===== config.mk =====
export PLATFORM = sky130hd
export DESIGN_NAME = axi4_mgr_arb
export DESIGN_NICKNAME = d
export VERILOG_FILES = /design/src/rtl/axi4_mgr_arb.sv
export SDC_FILE = /design/constraint.sdc
export NUM_CORES = 1
export LEC_CHECK = 0
export CAP_MARGIN = 40
export CORE_AREA = 4 4 347 349
export CTS_CLUSTER_SIZE = 20
export DETAILED_ROUTE_END_ITERATION = 10
export DIE_AREA = 0 0 351 353
export DONT_BUFFER_PORTS = 1
export GPL_TIMING_DRIVEN = 0
export SYNTH_ARGS = -nofsm -noshare
export SYNTH_HDL_FRONTEND = slang
export SYNTH_SLANG_ARGS = --single-unit

===== constraint.sdc =====
create_clock -name clk_i -period 3.1 [get_ports clk_i]
set_clock_uncertainty 0.05 [all_clocks]
set_input_delay 0.62 -clock clk_i [delete_from_list [all_inputs] [get_ports clk_i]]
set_output_delay 0.62 -clock clk_i [all_outputs]
set_load 0.005 [all_outputs]

===== src/rtl/axi4_mgr_arb.sv =====
// Round-robin arbiter sharing one axi4_mgr between NUM_REQ requesters.
// Write and read channels each run an independent IDLE/BUSY/RESP sequencer.
module axi4_mgr_arb #(
    parameter int NUM_REQ          = 4,
    parameter int AXI_ADDR_WIDTH   = 32,
    parameter int AXI_DATA_WIDTH   = 64,
    parameter int DATA_COUNT_WIDTH = 8
) (
    input  logic                                  clk_i,
    input  logic                                  rstn_i,
    input  logic [NUM_REQ-1:0]                    wr_req_i,
    input  logic [NUM_REQ*AXI_ADDR_WIDTH-1:0]     wr_addr_i,
    input  logic [NUM_REQ*AXI_DATA_WIDTH-1:0]     wr_data_i,
    input  logic [NUM_REQ*DATA_COUNT_WIDTH-1:0]   wr_count_i,
    output logic [NUM_REQ-1:0]                    wr_gnt_o,
    output logic [NUM_REQ-1:0]                    wr_done_o,
    output logic [1:0]                            wr_err_o,
    input  logic [NUM_REQ-1:0]                    rd_req_i,
    input  logic [NUM_REQ*AXI_ADDR_WIDTH-1:0]     rd_addr_i,
    input  logic [NUM_REQ*DATA_COUNT_WIDTH-1:0]   rd_count_i,
    output logic [NUM_REQ-1:0]                    rd_gnt_o,
    output logic [NUM_REQ-1:0]                    rd_done_o,
    output logic [1:0]                            rd_err_o,
    output logic [AXI_DATA_WIDTH-1:0]             rd_data_o,
    output logic [1:0]                            mgr_req_o,
    output logic [AXI_ADDR_WIDTH-1:0]             mgr_wr_addr_o,
    output logic [AXI_ADDR_WIDTH-1:0]             mgr_rd_addr_o,
    output logic [AXI_DATA_WIDTH-1:0]             mgr_data_o,
    output logic [DATA_COUNT_WIDTH-1:0]           mgr_wr_count_o,
    output logic [DATA_COUNT_WIDTH-1:0]           mgr_rd_count_o,
    input  logic [1:0]                            mgr_rsp_i,
    input  logic [1:0]                            mgr_wr_err_i,
    input  logic [1:0]                            mgr_rd_err_i,
    input  logic [AXI_DATA_WIDTH-1:0]             mgr_data_i
);

    localparam int IW  = (NUM_REQ > 1) ? $clog2(NUM_REQ) : 1;
    localparam int AW  = AXI_ADDR_WIDTH;
    localparam int DW  = AXI_DATA_WIDTH;
    localparam int DCW = DATA_COUNT_WIDTH;

    typedef enum logic [1:0] {IDLE, BUSY, RESP} state_e;

    // First set request strictly after the pointer, wrapping round.
    function automatic logic [IW-1:0] rr_pick(input logic [NUM_REQ-1:0] req,
                                              input logic [IW-1:0]      ptr);
        logic [IW-1:0] win;
        logic [IW-1:0] idx;
        win = ptr;
        for (int off = NUM_REQ; off >= 1; off--) begin
            idx = IW'((int'(ptr) + off) % NUM_REQ);
            if (req[idx]) win = idx;
        end
        return win;
    endfunction

    logic [AW-1:0]  wr_addr_a  [NUM_REQ];
    logic [AW-1:0]  rd_addr_a  [NUM_REQ];
    logic [DW-1:0]  wr_data_a  [NUM_REQ];
    logic [DCW-1:0] wr_count_a [NUM_REQ];
    logic [DCW-1:0] rd_count_a [NUM_REQ];

    for (genvar g = 0; g < NUM_REQ; g++) begin : g_unpack
        assign wr_addr_a[g]  = wr_addr_i[g*AW +: AW];
        assign rd_addr_a[g]  = rd_addr_i[g*AW +: AW];
        assign wr_data_a[g]  = wr_data_i[g*DW +: DW];
        assign wr_count_a[g] = wr_count_i[g*DCW +: DCW];
        assign rd_count_a[g] = rd_count_i[g*DCW +: DCW];
    end

    state_e               wr_state_q, wr_state_d, rd_state_q, rd_state_d;
    logic [IW-1:0]        wr_ptr_q, wr_ptr_d, rd_ptr_q, rd_ptr_d, wr_win, rd_win;
    logic [NUM_REQ-1:0]   wr_gnt_q, wr_gnt_d, rd_gnt_q, rd_gnt_d;
    logic [NUM_REQ-1:0]   wr_done_q, wr_done_d, rd_done_q, rd_done_d;
    logic [1:0]           wr_err_q, wr_err_d, rd_err_q, rd_err_d;
    logic [AW-1:0]        wr_addr_q, wr_addr_d, rd_addr_q, rd_addr_d;
    logic [DCW-1:0]       wr_count_q, wr_count_d, rd_count_q, rd_count_d;
    logic                 wr_mreq_q, wr_mreq_d, rd_mreq_q, rd_mreq_d;
    logic [DW-1:0]        rd_data_q, rd_data_d;

    // NOTE: every signal gets its hold value first so no path through the case infers a latch.
    always_comb begin
        wr_state_d = wr_state_q;
        wr_ptr_d   = wr_ptr_q;
        wr_gnt_d   = wr_gnt_q;
        wr_done_d  = wr_done_q;
        wr_err_d   = wr_err_q;
        wr_addr_d  = wr_addr_q;
        wr_count_d = wr_count_q;
        wr_mreq_d  = wr_mreq_q;
        wr_win     = rr_pick(wr_req_i, wr_ptr_q);
        unique case (wr_state_q)
            IDLE: if (|wr_req_i) begin
                wr_ptr_d   = wr_win;
                wr_gnt_d   = NUM_REQ'(1) << wr_win;
                wr_addr_d  = wr_addr_a[wr_win];
                wr_count_d = wr_count_a[wr_win];
                if (wr_count_a[wr_win] != '0) begin
                    wr_state_d = BUSY;
                    wr_mreq_d  = 1'b1;
                end else begin
                    wr_state_d = RESP;
                    wr_err_d   = 2'b00;
                    wr_done_d  = wr_gnt_d;
                end
            end
            BUSY: if (mgr_rsp_i[0]) begin
                wr_state_d = RESP;
                wr_mreq_d  = 1'b0;
                wr_err_d   = mgr_wr_err_i;
                wr_done_d  = wr_gnt_q;
            end
            RESP: begin
                wr_state_d = IDLE;
                wr_done_d  = '0;
                wr_gnt_d   = '0;
            end
            default: wr_state_d = IDLE;
        endcase
    end

    always_comb begin
        rd_state_d = rd_state_q;
        rd_ptr_d   = rd_ptr_q;
        rd_gnt_d   = rd_gnt_q;
        rd_done_d  = rd_done_q;
        rd_err_d   = rd_err_q;
        rd_addr_d  = rd_addr_q;
        rd_count_d = rd_count_q;
        rd_mreq_d  = rd_mreq_q;
        rd_data_d  = rd_data_q;
        rd_win     = rr_pick(rd_req_i, rd_ptr_q);
        unique case (rd_state_q)
            IDLE: if (|rd_req_i) begin
                rd_ptr_d   = rd_win;
                rd_gnt_d   = NUM_REQ'(1) << rd_win;
                rd_addr_d  = rd_addr_a[rd_win];
                rd_count_d = rd_count_a[rd_win];
                if (rd_count_a[rd_win] != '0) begin
                    rd_state_d = BUSY;
                    rd_mreq_d  = 1'b1;
                end else begin
                    rd_state_d = RESP;
                    rd_err_d   = 2'b00;
                    rd_done_d  = rd_gnt_d;
                end
            end
            BUSY: if (mgr_rsp_i[1]) begin
                rd_state_d = RESP;
                rd_mreq_d  = 1'b0;
                rd_err_d   = mgr_rd_err_i;
                rd_data_d  = mgr_data_i;
                rd_done_d  = rd_gnt_q;
            end
            RESP: begin
                rd_state_d = IDLE;
                rd_done_d  = '0;
                rd_gnt_d   = '0;
            end
            default: rd_state_d = IDLE;
        endcase
    end

    // NOTE: state uses non-blocking assignments; the latched outputs are reset too because they drive ports.
    always_ff @(posedge clk_i or negedge rstn_i) begin
        if (!rstn_i) begin
            wr_state_q <= IDLE;
            rd_state_q <= IDLE;
            wr_ptr_q   <= IW'(NUM_REQ - 1);
            rd_ptr_q   <= IW'(NUM_REQ - 1);
            wr_gnt_q   <= '0;
            rd_gnt_q   <= '0;
            wr_done_q  <= '0;
            rd_done_q  <= '0;
            wr_err_q   <= '0;
            rd_err_q   <= '0;
            wr_addr_q  <= '0;
            rd_addr_q  <= '0;
            wr_count_q <= '0;
            rd_count_q <= '0;
            wr_mreq_q  <= 1'b0;
            rd_mreq_q  <= 1'b0;
            rd_data_q  <= '0;
        end else begin
            wr_state_q <= wr_state_d;
            rd_state_q <= rd_state_d;
            wr_ptr_q   <= wr_ptr_d;
            rd_ptr_q   <= rd_ptr_d;
            wr_gnt_q   <= wr_gnt_d;
            rd_gnt_q   <= rd_gnt_d;
            wr_done_q  <= wr_done_d;
            rd_done_q  <= rd_done_d;
            wr_err_q   <= wr_err_d;
            rd_err_q   <= rd_err_d;
            wr_addr_q  <= wr_addr_d;
            rd_addr_q  <= rd_addr_d;
            wr_count_q <= wr_count_d;
            rd_count_q <= rd_count_d;
            wr_mreq_q  <= wr_mreq_d;
            rd_mreq_q  <= rd_mreq_d;
            rd_data_q  <= rd_data_d;
        end
    end

    // While granted, the pointer equals the owner, so it selects the write data.
    assign mgr_data_o     = (|wr_gnt_q) ? wr_data_a[wr_ptr_q] : '0;
    assign wr_gnt_o       = wr_gnt_q;
    assign wr_done_o      = wr_done_q;
    assign wr_err_o       = wr_err_q;
    assign rd_gnt_o       = rd_gnt_q;
    assign rd_done_o      = rd_done_q;
    assign rd_err_o       = rd_err_q;
    assign rd_data_o      = rd_data_q;
    assign mgr_req_o      = {rd_mreq_q, wr_mreq_q};
    assign mgr_wr_addr_o  = wr_addr_q;
    assign mgr_rd_addr_o  = rd_addr_q;
    assign mgr_wr_count_o = wr_count_q;
    assign mgr_rd_count_o = rd_count_q;

endmodule


* Word-level counts from Yosys, hierarchy flattened
Cells that the tools add are included.
** Word-level totals
- Bits in registers :: 174
- Latch bits :: 0
- RAM bits :: 0
- ROM bits :: 0
- Input bits :: 656
- Word-level logic and storage cells :: 155
- Memories :: 0
** Cells by class
- $add $sub $neg :: 8
- $mul :: 0
- Divide/modulo/power cells :: 0
- Magnitude comparators :: 11
- Eq/ne operators :: 12
- Shift-type cells :: 2
- Multiplexer cells :: 76
- Bitwise logic cells :: 3
- Reduce and logical (&&, ||, !) cells :: 26
** Operator list (number)
- 64-bit 2-to-1 mux :: 3
- 32-bit binary-select mux with 2-bit select :: 2
- 64-bit binary-select mux with 2-bit select :: 1
- 32-bit 2-to-1 mux :: 4
- 2-bit 2-to-1 mux :: 20
- 8-bit binary-select mux with 2-bit select :: 2
- 4-bit 2-to-1 mux :: 8
- 8-bit 2-to-1 mux :: 4
- 2-bit by 3-bit less-than comparator with 1-bit output (second input constant) :: 8
- 4-bit one-hot mux with 3 select lines :: 2
- 4-bit AND reduction :: 6
- 1-bit binary-select mux with 2-bit select :: 8
- 2-bit != test (second input constant) :: 8
- 2-bit one-hot mux with 2 select lines :: 4
- 4-bit one-hot mux with 2 select lines :: 2
- 8-bit nonzero test :: 2
- 1-bit 2-to-1 mux :: 14
- 2-bit AND reduction :: 7
- 4-bit OR reduction :: 3
- 3-bit >= comparator (second input constant) :: 3
- 2-bit NOT with 3-bit output :: 3
- 2-bit by 1-bit adder with 2-bit output (second input constant) :: 4
- 2-bit adder (second input constant) :: 4
- 2-bit nonzero test :: 4
- other kinds (6) :: 12

* Depth between registers and ports, before layout
- Depth after elaboration :: 15
- Gate-level depth with buffers :: 11

* Least setup slack after synthesis
OpenSTA, ideal clock, no wires.
- Kind :: in2reg
- From :: in wr_req_i[1]
- To :: reg wr_err_q[0] (netlist: wr_err_o[0])
- Setup time :: 0.126 ns
- Arrival :: 2.925 ns
- Data required time :: 2.924 ns
- Setup slack :: -0.001 ns
- Stages :: 9
- Buffers on the path :: 1
- Cell sequence :: nor2b_1 -> o21ba_1 -> a221oi_1 -> buf_2 -> mux4_2 -> nor4_1 -> nand2_1 -> a21o_1 -> a221o_1
** Between the ends
- Longest elaborated chain between the ends :: 13
- Elaborated cells on any way between the ends :: 21
** Ends and longest elaborated chain
- from (decl) :: RTL line 11 : input logic [NUM_REQ-1:0] wr_req_i,
- 1-bit binary-select mux with 2-bit select :: RTL line 52 : if (req[idx]) win = idx;
- 1-bit 2-to-1 mux (implied by the code) :: RTL line 52
- 2-bit 2-to-1 mux (4 in series) :: RTL line 52
- 2-bit NOT with 3-bit output (implied by the code) :: RTL line 98 : if (wr_count_a[wr_win] != '0) begin
- 8-bit binary-select mux with 2-bit select :: RTL line 98
- 8-bit 2-to-1 mux (implied by the code) (2 in series) :: RTL line 98
- 8-bit nonzero test :: RTL line 98
- 2-bit != test (no source line)
- 4-bit AND reduction (no source line) (*)
- to (signal assigned) :: RTL line 193 : wr_err_q <= wr_err_d;
- to (decl) :: RTL line 75 : logic [1:0] wr_err_q, wr_err_d, rd_err_q, rd_err_d;
Every way passes the cells marked *; elsewhere a longest branch is shown, timed or not. The select of a mux whose other input is x is not followed.
A chain may end at the register's enable or synchronous reset.

* Final worst setup path
- From :: reg wr_ptr_q[0]
- To :: reg wr_err_q[0] (netlist: wr_err_o[0])
** Between the ends
- Longest elaborated chain between the ends :: 14
- Elaborated cells on any way between the ends :: 23
** Ends and longest elaborated chain
- from (decl) :: RTL line 72 : logic [IW-1:0] wr_ptr_q, wr_ptr_d, rd_ptr_q, rd_ptr_d, wr_win, rd_win;
- from (signal assigned) :: RTL line 169 : wr_ptr_q <= IW'(NUM_REQ - 1);
- from (signal assigned) :: RTL line 187 : wr_ptr_q <= wr_ptr_d;
- 2-bit by 1-bit adder with 2-bit output :: RTL line 51 : idx = IW'((int'(ptr) + off) % NUM_REQ);
- 1-bit binary-select mux with 2-bit select :: RTL line 52
- 1-bit 2-to-1 mux (implied by the code) :: RTL line 52
- 2-bit 2-to-1 mux (3 in series) :: RTL line 52
- 2-bit 2-to-1 mux (*) :: RTL line 52
- 2-bit NOT with 3-bit output (implied by the code) (*) :: RTL line 98
- 8-bit binary-select mux with 2-bit select (*) :: RTL line 98
- 8-bit 2-to-1 mux (implied by the code) (*) (2 in series) :: RTL line 98
- 8-bit nonzero test (*) :: RTL line 98
- 2-bit != test (no source line) (*)
- 4-bit AND reduction (no source line) (*)
Marked as above.

==> impl_metrics.yaml <==
sta:
  fmaxAchievable_mhz: 312.5
  relSlewSlack_pct: 47.13
  slew_violations: 0
  tightestPinTransition_ps: 793.0
  setup_viol: 6
  period_share_pct: 103.2
  hold_viol: 172
  rsz0062_at_grt: "yes"
  whs_ps: -256.5
  setup_ws_ps: -100.2
  fin_crit_ps: 3200
logic_synthesis:
  syn_inst: 1074
  avgSynthCellArea_sq_um: 10.67
  ys.flop_type: "dfrtp_1"
  synth_fp_nets: 1736
  synth.cell_area_sq_um: 11460
  ys_ff_latch: 174
  async_reset_ff_share_pct: 100.0
  ys_seq_area_share_pct: 38.03
  yosys_warnings: 0
  ys_types: 52
  synth_edf_count: 0
flow_run:
  cap_violations: 0
drt:
  viasPerCell: 3.847
  ant_nets: 0
  totalWireLength_um: 98090
  vias: 10609
  route.detailed.wl_per_inst_um: 35.57
  drc: 0
  dr.first_iter.drc_count: 1153
  drt-pass1-iter-count: 5
floorplanning:
  io-pin-count: 886
  rows: 126
  die_h_um: 353
  die-area_sq_um: 123900
  initial_utilization_pct: 9.758
  core_sq_um: 117500
  die_width_um: 351
critical_path:
  crit-reg2reg-capture: "wr_err_o[0]"
  critPathMaxFanout: 7
  critical_path.max_stage_delay_ps: 610
  crit_arrival_ps: 3560
  crit_path_top_delay_cell: "dfstp_2"
  r2r_start: "wr_ptr_q[0]"
  worstSetupEndpointType: "flip-flop"
  critical_path_class: "reg2reg"
  startpoint_type: "flip-flop"
  reg2reg_depth: 10
  regToRegSetupSlack_ps: -100
  path_common_cell: "buf_6"
  cp-startpoint: "wr_ptr_q[0]"
  path_cells: "nand2b_4 > o21ai_2 > a221oi_2 > buf_6 > buf_6 > mux4_2 > nor4_4 > nand2_2 > a21o_1 > a221o_1"
  crit_required_ps: 3460
pwr:
  switching_share_pct: 47.73
  power_leakage_nw: 5.419
  ir_drop_v: 0.0004727
  combPwrFrac_pct: 59.3
  power_frac_seq_pct: 27.5
  power_switching_w: 0.008259
  power.density_nw_per_um2: 1145
  intPower_w: 0.009046
  clkPwrFrac_pct: 13.2
global_routing:
  track_usage_pct: 15.18
  overflow: 0
  grt_pass1_wl_um: 118500
  grt_max_degree: 175
  grt_antenna_before_repair: 179
  grt_pass1_vias: 10425
clock_network:
  cts_buffers: 17
  path_clk_slew_ps: 90
  clk_latency_ps: 530
  htreeDepth: 4
  cts_tree: "built"
  clkSinkCount: 174
  cts-root-buf: "clkbuf_16"
  clock_path_buffers: 2
layout:
  instances_no_fill: 2758
  fin_util_pct: 12.86
  syn_to_final_growth_pct: 31.82
  layout-drive-gt1-share_pct: 33.16
  finalNetCount: 1789
  layout_common_cells: "nand2_1 (235), dfrtp_1 (169), mux4_2 (104), mux2_2 (104), nand3_1 (81)"
  final_common_cell: "nand2_1"
placement:
  port_buffers: 0
  dpl.hpwl_um: 88290
  gp_congestion: 0.9550
  dp_cells: 2626
min_path:
  hold_path_class: "in2async"
status:
  failed_checks: "hold timing, setup timing"
  outcome: "complete, but fails checks"
[metrics by stage]
stage	total power [W]	hold WS, ps	setup WS (ps)	TNS, ps	cell area (sq um)
2_1_floorplan	0.01044	274.4	63.20	0	11460
3_3_place_gp	0.01366	282.5	-1695	-190900	13390
3_5_place_dp	0.01410	281.3	-800.0	-46550	13590
4_1_cts	0.01715	-340.4	-103.4	-594.1	14630
5_1_grt	0.01850	-313.2	-202.2	-932.3	14950
6_report	0.01730	-256.5	-100.2	-254.9	15110
[layer usage]
layer / up-vias / share of wire, % / GRT usage, %
met1: 5160 / 33 / 15.16
met4: 22 / 3.8 / 5.618
li1: 4144 / - / -
met5: - / 0.15 / 0
met3: 269 / 9.8 / 5.301
met2: 1014 / 53 / 28.68
[cell families (layout without fill, tap and decap cells)]
logic type,after synthesis,after routing,share of synthesized area [%]
adder cells (fa/ha/maj),6,6,0.6550
other,0,82,0
flip-flops,174,174,38.03
multiplexers,212,212,31.05
AO/OA/AOI/OAI,150,150,9.247
AND/OR/NAND/NOR,429,429,17.25
buffers and inverters,103,169,3.766
[worst max-delay path: cells and delay by family (launching register included)]
kind	cells	cell delay (ps)
AO/OA/AOI/OAI	4	830
buffers and inverters	2	360
flip-flops	1	610
multiplexers	1	540
AND/OR/NAND/NOR	3	680
[power groups by stage]
stage	clock, W	sequential (W)	combinational, W
finish	0.00228	0.00476	0.0103
detailed placement	0	0.00480	0.00930
global placement	0	0.00479	0.00887
floorplan	0	0.00416	0.00628
CTS	0.00244	0.00480	0.00991
global route	0.00249	0.00494	0.0111
[area by class of cell]
type	instances	area (sq um)
Fill cell	13292	102300
Multi-Input combinational cell	797	7024
Sequential cell	174	4363
Tap cell	1536	1922
Buffer	83	528.0
Timing Repair Buffer	41	439.2
Clock buffer	18	429.2
Antenna cell	82	205.2
Clock inverter	14	148.9
Inverter	13	48.80
[timing repair]
item / in CTS / in global routing
buffers inserted: 13 / 11
cloned: 2 / 1
endpoints found under the hold margin: 174 / 172
pin swaps: 8 / 15
setup endpoints to repair: 133 / 78
resized for setup: 110 / 53
[cell usage after synthesis (all sizes together), types with 6 or more instances]
master / number / area (sq um)
inv: 13 / 48.80
mux4: 104 / 2342
nand3: 82 / 410.4
dfrtp: 170 / 4254
nand2b: 11 / 68.82
o31ai: 12 / 90.09
a21boi: 17 / 127.6
a32o: 8 / 80.08
buf: 30 / 157.7
o21ai: 45 / 229.0
nor2b: 72 / 450.4
nand2: 237 / 892.1
ha: 6 / 75.07
a21oi: 16 / 80.08
nor2: 11 / 41.29
mux2: 108 / 1216
clkbuf: 60 / 225.2
a211oi: 16 / 155.1
[worst max-delay path by stage]
stage / slack, ps / endpoint
finish: -100 / wr_err_o[0]
global route: -200 / wr_err_o[0]
CTS: -100 / wr_err_o[1]
detailed placement: -800 / mgr_rd_addr_o[3]
global placement: -1690 / mgr_data_o[3]
floorplan: 60 / wr_err_o[0]
[state kept, by name, indices dropped and copies added, names as in the netlist]
| signal | cells |
|---|---|
| mgr_rd_count_o | 8 |
| rd_gnt_o | 4 |
| wr_err_o | 2 |
| mgr_wr_count_o | 8 |
| wr_done_o | 4 |
| wr_mreq_q | 1 |
| rd_err_o | 2 |
| wr_ptr_q | 2 |
| rd_ptr_q | 2 |
| rd_mreq_q | 1 |
| mgr_wr_addr_o | 32 |
| rd_state_q | 2 |
| mgr_rd_addr_o | 32 |
| wr_state_q | 2 |
| wr_gnt_o | 4 |
| rd_done_o | 4 |
| rd_data_o | 64 |
Power figures use the tool's default switching activity.
